`src/rtl/game_session_ctrl_pkg.sv`:
```
// rtl/game_session_ctrl_pkg.sv - shared state codes and field widths for the game session sequencer
package game_pkg;

  localparam int DIFF_W = 2;
  localparam int BCD_W  = 4;

  localparam logic [2:0] ST_IDLE      = 3'd0;
  localparam logic [2:0] ST_COUNTDOWN = 3'd1;
  localparam logic [2:0] ST_PLAYING   = 3'd2;
  localparam logic [2:0] ST_PAUSED    = 3'd3;
  localparam logic [2:0] ST_ROUND_END = 3'd4;
  localparam logic [2:0] ST_GAME_OVER = 3'd5;

endpackage

```
`src/rtl/game_session_ctrl_if.sv`:
```
// rtl/game_session_ctrl_if.sv - button/score inputs and display/enable outputs of the sequencer
// GAME_HISCORE_EN adds the hiscore output.
interface game_session_ctrl_if #(
  parameter int SCORE_W = 8
) ();
  import game_pkg::*;

  logic                tick_1hz;
  logic                btn_start;
  logic                btn_pause;
  logic                btn_diff;
  logic [DIFF_W-1:0]   diff_in;
  logic [SCORE_W-1:0]  score;
  logic [2:0]          state_o;
  logic                enable_score;
  logic                clear_score;
  logic                enable_mole_ctrl;
  logic [DIFF_W-1:0]   difficulty;
  logic [3:0]          round_num;
  logic [2*BCD_W-1:0]  disp_left;
  logic [SCORE_W-1:0]  disp_right;
`ifdef GAME_HISCORE_EN
  logic [SCORE_W-1:0]  hiscore;
`endif

  modport master (
`ifdef GAME_HISCORE_EN
    input  hiscore,
`endif
    output tick_1hz, btn_start, btn_pause, btn_diff, diff_in, score,
    input  state_o, enable_score, clear_score, enable_mole_ctrl,
           difficulty, round_num, disp_left, disp_right
  );

  modport slave (
`ifdef GAME_HISCORE_EN
    output hiscore,
`endif
    input  tick_1hz, btn_start, btn_pause, btn_diff, diff_in, score,
    output state_o, enable_score, clear_score, enable_mole_ctrl,
           difficulty, round_num, disp_left, disp_right
  );

endinterface

```
`src/rtl/game_session_ctrl_bin2bcd_2dig.sv`:
```
// rtl/game_session_ctrl_bin2bcd_2dig.sv - 7-bit binary to two BCD digits, saturating at 99
module bin2bcd_2dig
  import game_pkg::*;
(
  input  logic [6:0]       bin,
  output logic [BCD_W-1:0] tens,
  output logic [BCD_W-1:0] ones
);

  logic [6:0] sat;

  always_comb begin
    sat  = (bin > 7'd99) ? 7'd99 : bin;
    tens = BCD_W'(sat / 7'd10);
    ones = BCD_W'(sat % 7'd10);
  end

endmodule

```
`src/rtl/game_session_ctrl.sv`:
```
// rtl/game_session_ctrl.sv - multi-round whack-a-mole session sequencer with pause and difficulty
// GAME_HISCORE_EN adds a session high-score register shown on disp_right in IDLE.
module game_session_ctrl
  import game_pkg::*;
#(
  parameter int CD_SEC     = 5,
  parameter int GAME_SEC   = 30,
  parameter int INTER_SEC  = 3,
  parameter int ROUNDS     = 3,
  parameter int NUM_LEVELS = 3,
  parameter int SCORE_W    = 8
) (
  input  logic               clk,
  input  logic               rst_n,
  game_session_ctrl_if.slave bus
);

  localparam logic [6:0]        CD_V     = 7'(CD_SEC);
  localparam logic [6:0]        GAME_V   = 7'(GAME_SEC);
  localparam logic [6:0]        INTER_V  = 7'(INTER_SEC);
  localparam logic [3:0]        ROUNDS_V = 4'(ROUNDS);
  localparam logic [DIFF_W-1:0] MAX_DIFF = DIFF_W'(NUM_LEVELS - 1);

  logic [2:0]         state;
  logic [6:0]         secs_left;
  logic [3:0]         round;
  logic [DIFF_W-1:0]  diff_r;
  logic               start_q;
  logic               last_sec;
  logic [BCD_W-1:0]   tens;
  logic [BCD_W-1:0]   ones;
  logic [SCORE_W-1:0] idle_val;

  assign last_sec = (secs_left == 7'd1);

  bin2bcd_2dig u_bcd (
    .bin  (secs_left),
    .tens (tens),
    .ones (ones)
  );

  always_ff @(posedge clk or negedge rst_n) begin
    if (!rst_n) begin
      state     <= ST_IDLE;
      secs_left <= 7'd0;
      round     <= 4'd0;
      diff_r    <= '0;
      start_q   <= 1'b0;
    end else begin
      start_q <= bus.btn_start;
      if (bus.btn_diff && (state == ST_IDLE || state == ST_GAME_OVER))
        diff_r <= (bus.diff_in > MAX_DIFF) ? MAX_DIFF : bus.diff_in;
      // Start overrides pause and tick from any state, including illegal codes
      if (bus.btn_start) begin
        state     <= ST_COUNTDOWN;
        round     <= 4'd1;
        secs_left <= CD_V;
      end else begin
        case (state)
          ST_IDLE: ;
          ST_COUNTDOWN:
            if (bus.tick_1hz) begin
              if (last_sec) begin
                state     <= ST_PLAYING;
                secs_left <= GAME_V;
              end else
                secs_left <= secs_left - 7'd1;
            end
          ST_PLAYING:
            if (bus.btn_pause)
              state <= ST_PAUSED;
            else if (bus.tick_1hz) begin
              if (last_sec && round == ROUNDS_V) begin
                state     <= ST_GAME_OVER;
                secs_left <= 7'd0;
              end else if (last_sec) begin
                state     <= ST_ROUND_END;
                secs_left <= INTER_V;
              end else
                secs_left <= secs_left - 7'd1;
            end
          ST_PAUSED:
            if (bus.btn_pause)
              state <= ST_PLAYING;
          ST_ROUND_END:
            if (bus.tick_1hz) begin
              if (last_sec) begin
                state     <= ST_COUNTDOWN;
                round     <= round + 4'd1;
                secs_left <= CD_V;
              end else
                secs_left <= secs_left - 7'd1;
            end
          ST_GAME_OVER:
            secs_left <= 7'd0;
          default:
            state <= ST_IDLE;
        endcase
      end
    end
  end

`ifdef GAME_HISCORE_EN
  logic               go_over;
  logic [SCORE_W-1:0] hiscore_r;

  assign go_over = !bus.btn_start && state == ST_PLAYING && !bus.btn_pause &&
                   bus.tick_1hz && last_sec && round == ROUNDS_V;

  always_ff @(posedge clk or negedge rst_n) begin
    if (!rst_n)
      hiscore_r <= '0;
    else if (go_over && bus.score > hiscore_r)
      hiscore_r <= bus.score;
  end

  assign bus.hiscore = hiscore_r;
  assign idle_val    = hiscore_r;
`else
  assign idle_val = SCORE_W'(diff_r);
`endif

  // Outputs trail the internal state by one clock
  always_ff @(posedge clk or negedge rst_n) begin
    if (!rst_n) begin
      bus.state_o          <= ST_IDLE;
      bus.enable_score     <= 1'b0;
      bus.enable_mole_ctrl <= 1'b0;
      bus.clear_score      <= 1'b0;
      bus.difficulty       <= '0;
      bus.round_num        <= 4'd0;
      bus.disp_left        <= '0;
      bus.disp_right       <= '0;
    end else begin
      bus.state_o          <= state;
      bus.enable_score     <= (state == ST_PLAYING);
      bus.enable_mole_ctrl <= (state == ST_PLAYING);
      bus.clear_score      <= start_q;
      bus.difficulty       <= diff_r;
      bus.round_num        <= round;
      bus.disp_left        <= {tens, ones};
      bus.disp_right       <= (state == ST_IDLE) ? idle_val : bus.score;
    end
  end

endmodule

```
`src/flat_wrapper.sv`:
```
// flat-port wrapper written by rule: the top's interface ports become plain ports
module game_session_ctrl_flat import game_pkg::*;
#(
  parameter int CD_SEC     = 5,
  parameter int GAME_SEC   = 30,
  parameter int INTER_SEC  = 3,
  parameter int ROUNDS     = 3,
  parameter int NUM_LEVELS = 3,
  parameter int SCORE_W    = 8
)
  (clk, rst_n, bus_tick_1hz, bus_btn_start, bus_btn_pause, bus_btn_diff, bus_diff_in, bus_score, bus_state_o, bus_enable_score, bus_clear_score, bus_enable_mole_ctrl, bus_difficulty, bus_round_num, bus_disp_left, bus_disp_right);
  game_session_ctrl_if #(.SCORE_W(SCORE_W)) bus_i ();
  input  logic clk;
  input  logic rst_n;
  input wire logic [$bits(bus_i.tick_1hz)-1:0] bus_tick_1hz;
  input wire logic [$bits(bus_i.btn_start)-1:0] bus_btn_start;
  input wire logic [$bits(bus_i.btn_pause)-1:0] bus_btn_pause;
  input wire logic [$bits(bus_i.btn_diff)-1:0] bus_btn_diff;
  input wire logic [$bits(bus_i.diff_in)-1:0] bus_diff_in;
  input wire logic [$bits(bus_i.score)-1:0] bus_score;
  output wire logic [$bits(bus_i.state_o)-1:0] bus_state_o;
  output wire logic [$bits(bus_i.enable_score)-1:0] bus_enable_score;
  output wire logic [$bits(bus_i.clear_score)-1:0] bus_clear_score;
  output wire logic [$bits(bus_i.enable_mole_ctrl)-1:0] bus_enable_mole_ctrl;
  output wire logic [$bits(bus_i.difficulty)-1:0] bus_difficulty;
  output wire logic [$bits(bus_i.round_num)-1:0] bus_round_num;
  output wire logic [$bits(bus_i.disp_left)-1:0] bus_disp_left;
  output wire logic [$bits(bus_i.disp_right)-1:0] bus_disp_right;
  assign bus_i.tick_1hz = bus_tick_1hz;
  assign bus_i.btn_start = bus_btn_start;
  assign bus_i.btn_pause = bus_btn_pause;
  assign bus_i.btn_diff = bus_btn_diff;
  assign bus_i.diff_in = bus_diff_in;
  assign bus_i.score = bus_score;
  assign bus_state_o = bus_i.state_o;
  assign bus_enable_score = bus_i.enable_score;
  assign bus_clear_score = bus_i.clear_score;
  assign bus_enable_mole_ctrl = bus_i.enable_mole_ctrl;
  assign bus_difficulty = bus_i.difficulty;
  assign bus_round_num = bus_i.round_num;
  assign bus_disp_left = bus_i.disp_left;
  assign bus_disp_right = bus_i.disp_right;
  game_session_ctrl #(.CD_SEC(CD_SEC), .GAME_SEC(GAME_SEC), .INTER_SEC(INTER_SEC), .ROUNDS(ROUNDS), .NUM_LEVELS(NUM_LEVELS), .SCORE_W(SCORE_W)) u_core (.clk(clk), .rst_n(rst_n), .bus(bus_i));
endmodule
```
`config.mk`:
```
export PLATFORM = sky130hd
export DESIGN_NAME = game_session_ctrl_flat
export DESIGN_NICKNAME = d
export VERILOG_FILES = /design/src/rtl/game_session_ctrl_pkg.sv /design/src/rtl/game_session_ctrl_if.sv /design/src/rtl/game_session_ctrl_bin2bcd_2dig.sv /design/src/rtl/game_session_ctrl.sv /design/src/flat_wrapper.sv
export SDC_FILE = /design/constraint.sdc
export NUM_CORES = 1
export LEC_CHECK = 0
export CORE_UTILIZATION = 53
export CTS_CLUSTER_SIZE = 20
export DETAILED_ROUTE_END_ITERATION = 8
export PLACE_DENSITY_LB_ADDON = 0.1
export SLEW_MARGIN = 20
export SYNTH_ARGS = -nofsm -noshare
export SYNTH_HDL_FRONTEND = slang
export SYNTH_HIERARCHICAL = 1
export SYNTH_SLANG_ARGS = --single-unit
```
`constraint.sdc`:
```
create_clock -name clk -period 3.9 [get_ports clk]
set_input_delay 0.78 -clock clk [delete_from_list [all_inputs] [get_ports clk]]
set_output_delay 0.78 -clock clk [all_outputs]
set_load 0.005 [all_outputs]
```
==> metrics, run 1 <==
met2 Usage GRT 0.369; Area growth, synth to finish 22.2%; drt total wl 5110 um; WP buf/inv 1; outcome finished with violations; leak pwr 1.27 nW; drt first pass iters 9; Yosys warnings 6; cell area after synthesis 0.00253 mm^2; gr usage total 0.225; Worst-path clk slew 0.08 ns; layout cells sized above 1 0.131; post-synthesis mux area share 0.0317; Vias/cell 5.89; hold slack 0.360 ns; Setup Total Neg Slack 0 ns; final period utilization 0.889; number of synthesized flops with an enable pin 0; first-pass GRT wire length 8930 um; RSZ-0062 raised after global routing no; Post-Synth Simple-Gate Area 0.237; met3 GRT Util 0.0499; Arr. time, crit path 3.68 ns; gr busiest metal met2; Fillers 337; CP max FO 12; worst slew pin tran 0.863 ns; Root Driver clkbuf_8; initial antenna violation count 0; number of global-route vias before repair 1880; delay-heaviest family, CP compound AO/OA/AOI/OAI gates; sequential area share after synthesis 0.435; Synth cell types 64; clk sinks 44; Final ANT Viol Nets 0; max_slew headroom 0.423; post-synthesis xor/xnor area fraction 0.0173; Post-CTS Setup Bufs 0; DRT iter0 DRCs 108; Main synth FF type dfrtp_1; violated checks design-rule violations; fin nets 311; Die ar. 0.00505 mm^2; compound-gate portion of the synthesized area 0.202; Avg Cell Area, Syn 10.2 um^2; H-tree lvl count 2; PD cells 649 mW/mm^2; CP startpoint kind flop; final RePlAce weighted congestion 0.934; Clock Skew 0.00667 ns; routed vias 2014; Async SR Flop Fraction 1.00; row cnt 24; CP Capture Type flop; commonest non-fill, non-tap cell in the layout dfrtp_1; clock latency on the worst-skew pair 0.29 ns; largest net degree at the start of global routing 45; Post-CTS Resized 0; Max stage delay cell, worst path ha_1; f_max 289 MHz; synthesized-area fraction occupied by adder cells 0.0341; Setup Crit Path Kind flop to flop; worst min-delay path class flop to flop; Max-Cap Viols 0; syn_nets 269; drt drc 6; final worst path period need 3.47 ns; IO Pins 44; die height 71.1 um; Die W 71.1 um; Port-buffer cells 43; hpwl dp 3600 um; Clock Path Buffers 2; largest family of logic cells by synthesized area simple AND/OR/NAND/NOR gates; CP required 4.11 ns; starting density of the core 0.565; TritonCTS clock tree yes; footprint of the multi-input gates 0.00132 mm^2; Synth Instances 247; grt met1 use 0.307; Slew Viols, Final 0; most frequent CP cell ha_1; total power 2.00 mW; grt ovf 0; Max rail drop VDD 0.273 mV; storage element area 0.00110 mm^2; Hold Buf Count CTS 0; post-DR wirelength/cell 14.9 um; Worst path max stage delay 0.45 ns; commonest non-fill, non-tap cells in the layout 44 x dfrtp_1, 42 x clkdlybuf4s50_1, 18 x nor2_1; Final Hold Vio Count 0; crit-path cells inv_1, a21oi_1, ha_1, nand3_1, o21a_1, o21ai_0, ha_1, nor2b_1, o31ai_1, o221ai_2, nor3_1, nor3_1, ha_1, o41a_1, o21ai_2, xnor2_1; Synth Register Bits 44; # diodes 0; Inserted Clock Buffers 5; Core ar. 0.00447 mm^2; Final Setup Violations 0
[sequential cells by signal, indices dropped and copies added, names as in the netlist]
signal,flops
u_core/bus.disp_left,8
u_core/bus.clear_score,1
u_core/round,4
u_core/bus.difficulty,2
u_core/bus.disp_right,8
u_core/secs_left,7
u_core/bus.round_num,4
u_core/state,3
u_core/bus.state_o,3
u_core/bus.enable_mole_ctrl,1
u_core/diff_r,2
u_core/start_q,1
[routing by layer]
metal	vias up	wire, um
met1	960	2410
met4	0	25
met5	-	0
li1	985	-
met3	2	258
met2	67	2420
[where the power goes]
| group | internal [mW] | switching, mW | total (mW) |
|---|---|---|---|
| clock | 0.193 | 0.157 | 0.350 |
| combinational | 0.474 | 0.548 | 1.02 |
| sequential | 0.545 | 0.0871 | 0.632 |
[synthesized netlist by cell type, drive strengths merged (4+ instances only)]
master,n,area share
dfrtp,44,0.44
nor2,19,0.029
a21oi,17,0.034
nand2,15,0.023
o21ai,12,0.025
nor2b,11,0.027
inv,10,0.015
buf,9,0.025
nand3,7,0.016
nor3,7,0.016
ha,6,0.030
nor3b,6,0.024
a31oi,5,0.012
mux2,5,0.024
nand2b,5,0.012
o211ai,5,0.015
and2,4,0.0099
or3,4,0.0099
xor2,4,0.014
[path summary, 6_finish.rpt]
path | from | endpoint | slack (ns) | cells past startpoint
max in group asynchronous | rst_n | u_core/bus.disp_left[3] | 3.06 | 1
setup reg to reg | u_core/secs_left[4] | u_core/bus.disp_left[1] | 0.43 | 16
hold / removal | u_core/start_q | u_core/bus.clear_score | 0.36 | 0
hold reg to reg | u_core/start_q | u_core/bus.clear_score | 0.36 | 0
min in group asynchronous | rst_n | u_core/bus.disp_right[3] | 0.46 | 1
setup / recovery | u_core/secs_left[4] | u_core/bus.disp_left[1] | 0.43 | 16
[kinds of logic (layout without fill, tap and decap cells)]
kind of cell	count (synthesis)	count (layout)
buffers and inverters	21	64
AO/OA/AOI/OAI	69	69
AND/OR/NAND/NOR	94	94
XOR/XNOR	5	5
adder cells (fa/ha/maj)	7	7
multiplexers	7	7
flip-flops	44	44
[stage by stage]
| step | instance area (um^2) | setup slack, ns | instances | utilization |
|---|---|---|---|---|
| 2_1_floorplan | 2530 | 0.507 | 247 | - |
| 3_3_place_gp | 2970 | 0.655 | 334 | 0.664 |
| 3_5_place_dp | 2970 | 0.502 | 334 | 0.664 |
| 4_1_cts | 3090 | 0.468 | 342 | 0.690 |
| 5_1_grt | 3090 | 0.155 | 342 | 0.690 |
| 6_report | 3090 | 0.434 | 342 | 0.690 |
[cell type report]
| cell class | count | area share |
|---|---|---|
| Clock buffer | 5 | 0.0223 |
| Tap cell | 52 | 0.0211 |
| Multi-Input combinational cell | 182 | 0.427 |
| Clock inverter | 3 | 0.0150 |
| Inverter | 10 | 0.0122 |
| Timing Repair Buffer | 46 | 0.146 |
| Sequential cell | 44 | 0.356 |
Power figures use the tool's default switching activity.
==> run 2, diff against run 1 <==
Settings changed: GPL_ROUTABILITY_DRIVEN set to 0.
==> run 2 against run 1 <==
Compared with the run above: highest routed layer unchanged; the run still ends with design-rule violations left; die area unchanged; wire length decreased by 1.2%; clock power increased by 3%.
==> metrics, run 2 (synthesis gave the netlist of run 1 again) <==
CP max FO 12 (unchanged); fin nets 311 (unchanged); most frequent CP cell ha_1; commonest non-fill, non-tap cells in the layout 44 x dfrtp_1, 42 x clkdlybuf4s50_1, 18 x nor2_1; Post-CTS Setup Bufs 0 (unchanged); Worst path max stage delay 0.45 ns (about the same); leak pwr 1.28 nW (+0.52%); Clock Path Buffers 2 (unchanged); first-pass GRT wire length 8680 um (-2.8%); DRT iter0 DRCs 108 (unchanged); grt ovf 0 (unchanged); footprint of the multi-input gates 0.00132 mm^2 (unchanged); violated checks design-rule violations; max_slew headroom 0.365 (-0.0587); f_max 295 MHz (+2.2%); clk sinks 44 (unchanged); PD cells 647 mW/mm^2 (-0.32%); hold_sp u_core/start_q; Inserted Clock Buffers 5 (unchanged); Placed Cells incl. Taps 334 (unchanged); hpwl dp 3640 um (+1.2%); Post-CTS Resized 0 (unchanged); largest net degree at the start of global routing 45 (unchanged); commonest non-fill, non-tap cell in the layout dfrtp_1; CP startpoint kind flop; initial antenna violation count 0 (unchanged); Vias/cell 5.91 (+0.40%); WP buf/inv 1 (unchanged); # diodes 0 (unchanged); Die ar. 0.00505 mm^2 (unchanged); drt drc 6 (unchanged); Final Setup Violations 0 (unchanged); Reg-to-Reg Start u_core/secs_left[4]; Slew Viols, Final 0 (unchanged); CP required 4.11 ns (about the same); drt first pass iters 7 (-2); Root Driver clkbuf_8; Worst-path clk slew 0.08 ns (about the same); Die W 71.1 um (unchanged); layout cells sized above 1 0.131 (unchanged); Area growth, synth to finish 22.4%; clock latency on the worst-skew pair 0.29 ns (about the same); die height 71.1 um (unchanged); worst min-delay path class flop to flop; Setup Total Neg Slack 0 ns (unchanged); routed vias 2022 (+0.40%); RSZ-0062 raised after global routing no; IO Pins 44 (unchanged); Final ANT Viol Nets 0 (unchanged); H-tree lvl count 2 (unchanged); Max rail drop VDD 0.268 mV (-1.5%); Max-Cap Viols 0 (unchanged); outcome finished with violations; number of global-route vias before repair 1844 (-1.9%); gr usage total 0.217 (-0.00761); post-DR wirelength/cell 14.8 um (-1.2%); drt total wl 5050 um (-1.2%); Clock Skew 0.00812 ns (+0.00145 ns); Core ar. 0.00447 mm^2 (unchanged); CP Capture Type flop; Setup Crit Path Kind flop to flop; delay-heaviest family, CP compound AO/OA/AOI/OAI gates; row cnt 24 (unchanged); crit path launch u_core/secs_left[4]; Arr. time, crit path 3.60 ns (-0.08 ns); Fillers 331 (-1.8%); worst slew pin tran 0.950 ns (+0.0878 ns); Hold Buf Count CTS 0 (unchanged); final worst path period need 3.39 ns (-0.0737 ns); Max stage delay cell, worst path ha_1; crit-path cells inv_1, a21oi_1, ha_1, nand3_1, o21a_1, o21ai_0, ha_1, nor2b_1, o31ai_1, o221ai_2, nor3_1, nor3_1, ha_1, o41a_1, o21ai_2, xnor2_1; biggest regs u_core/bus.disp_left (8), u_core/bus.disp_right (8), u_core/secs_left (7); fin cells 342 (unchanged); final period utilization 0.870 (-0.0189); storage element area 0.00110 mm^2 (unchanged); Final Hold Vio Count 0 (unchanged); TritonCTS clock tree yes; starting density of the core 0.565 (unchanged); Port-buffer cells 43 (unchanged)
-- run 2: final timing paths --
check,to,slack (ns),cells after the start
setup / recovery,u_core/bus.disp_left[1],0.51,16
hold reg to reg,u_core/bus.clear_score,0.37,0
hold / removal,u_core/bus.clear_score,0.37,0
max in group asynchronous,u_core/bus.disp_left[5],3.05,1
setup reg to reg,u_core/bus.disp_left[1],0.51,16
min in group asynchronous,u_core/diff_r[0],0.47,1
-- run 2: where the power goes --
group          switching [mW]  total [mW]  internal, mW  leakage (nW)
clock                   0.151       0.361         0.209        0.0614
combinational           0.538        1.01         0.473         0.658
sequential             0.0857       0.630         0.545         0.559
-- run 2: final cells by class --
type	instances	area share
clock inverters	2	0.0125
well taps	52	0.0210
repair buffers	46	0.146
clock buffers	6	0.0267
flip-flops and latches	44	0.356
multi-input cells	182	0.426
inverters	10	0.0121
-- run 2: routing by layer --
layer | vias to the layer above | track usage | wire length [um] | part of all wire
li1 | 986 | - | - | -
met3 | 4 | 0.0399 | 307 | 0.061
met4 | 0 | 0.0622 | 34 | 0.0067
met1 | 958 | 0.309 | 2390 | 0.47
met5 | - | 0 | 0 | 0
met2 | 74 | 0.342 | 2320 | 0.46
-- run 2: metrics by stage --
step	utilization	cell area (um^2)	worst slack (ns)	hold slack (ns)	power [mW]
3_3_place_gp	0.664	2970	0.665	0.332	1.62
6_report	0.692	3100	0.508	0.373	2.00
4_1_cts	0.691	3090	0.535	0.374	2.01
2_1_floorplan	-	2530	0.507	0.331	1.38
5_1_grt	0.692	3100	0.256	0.378	2.15
3_5_place_dp	0.664	2970	0.565	0.349	1.64
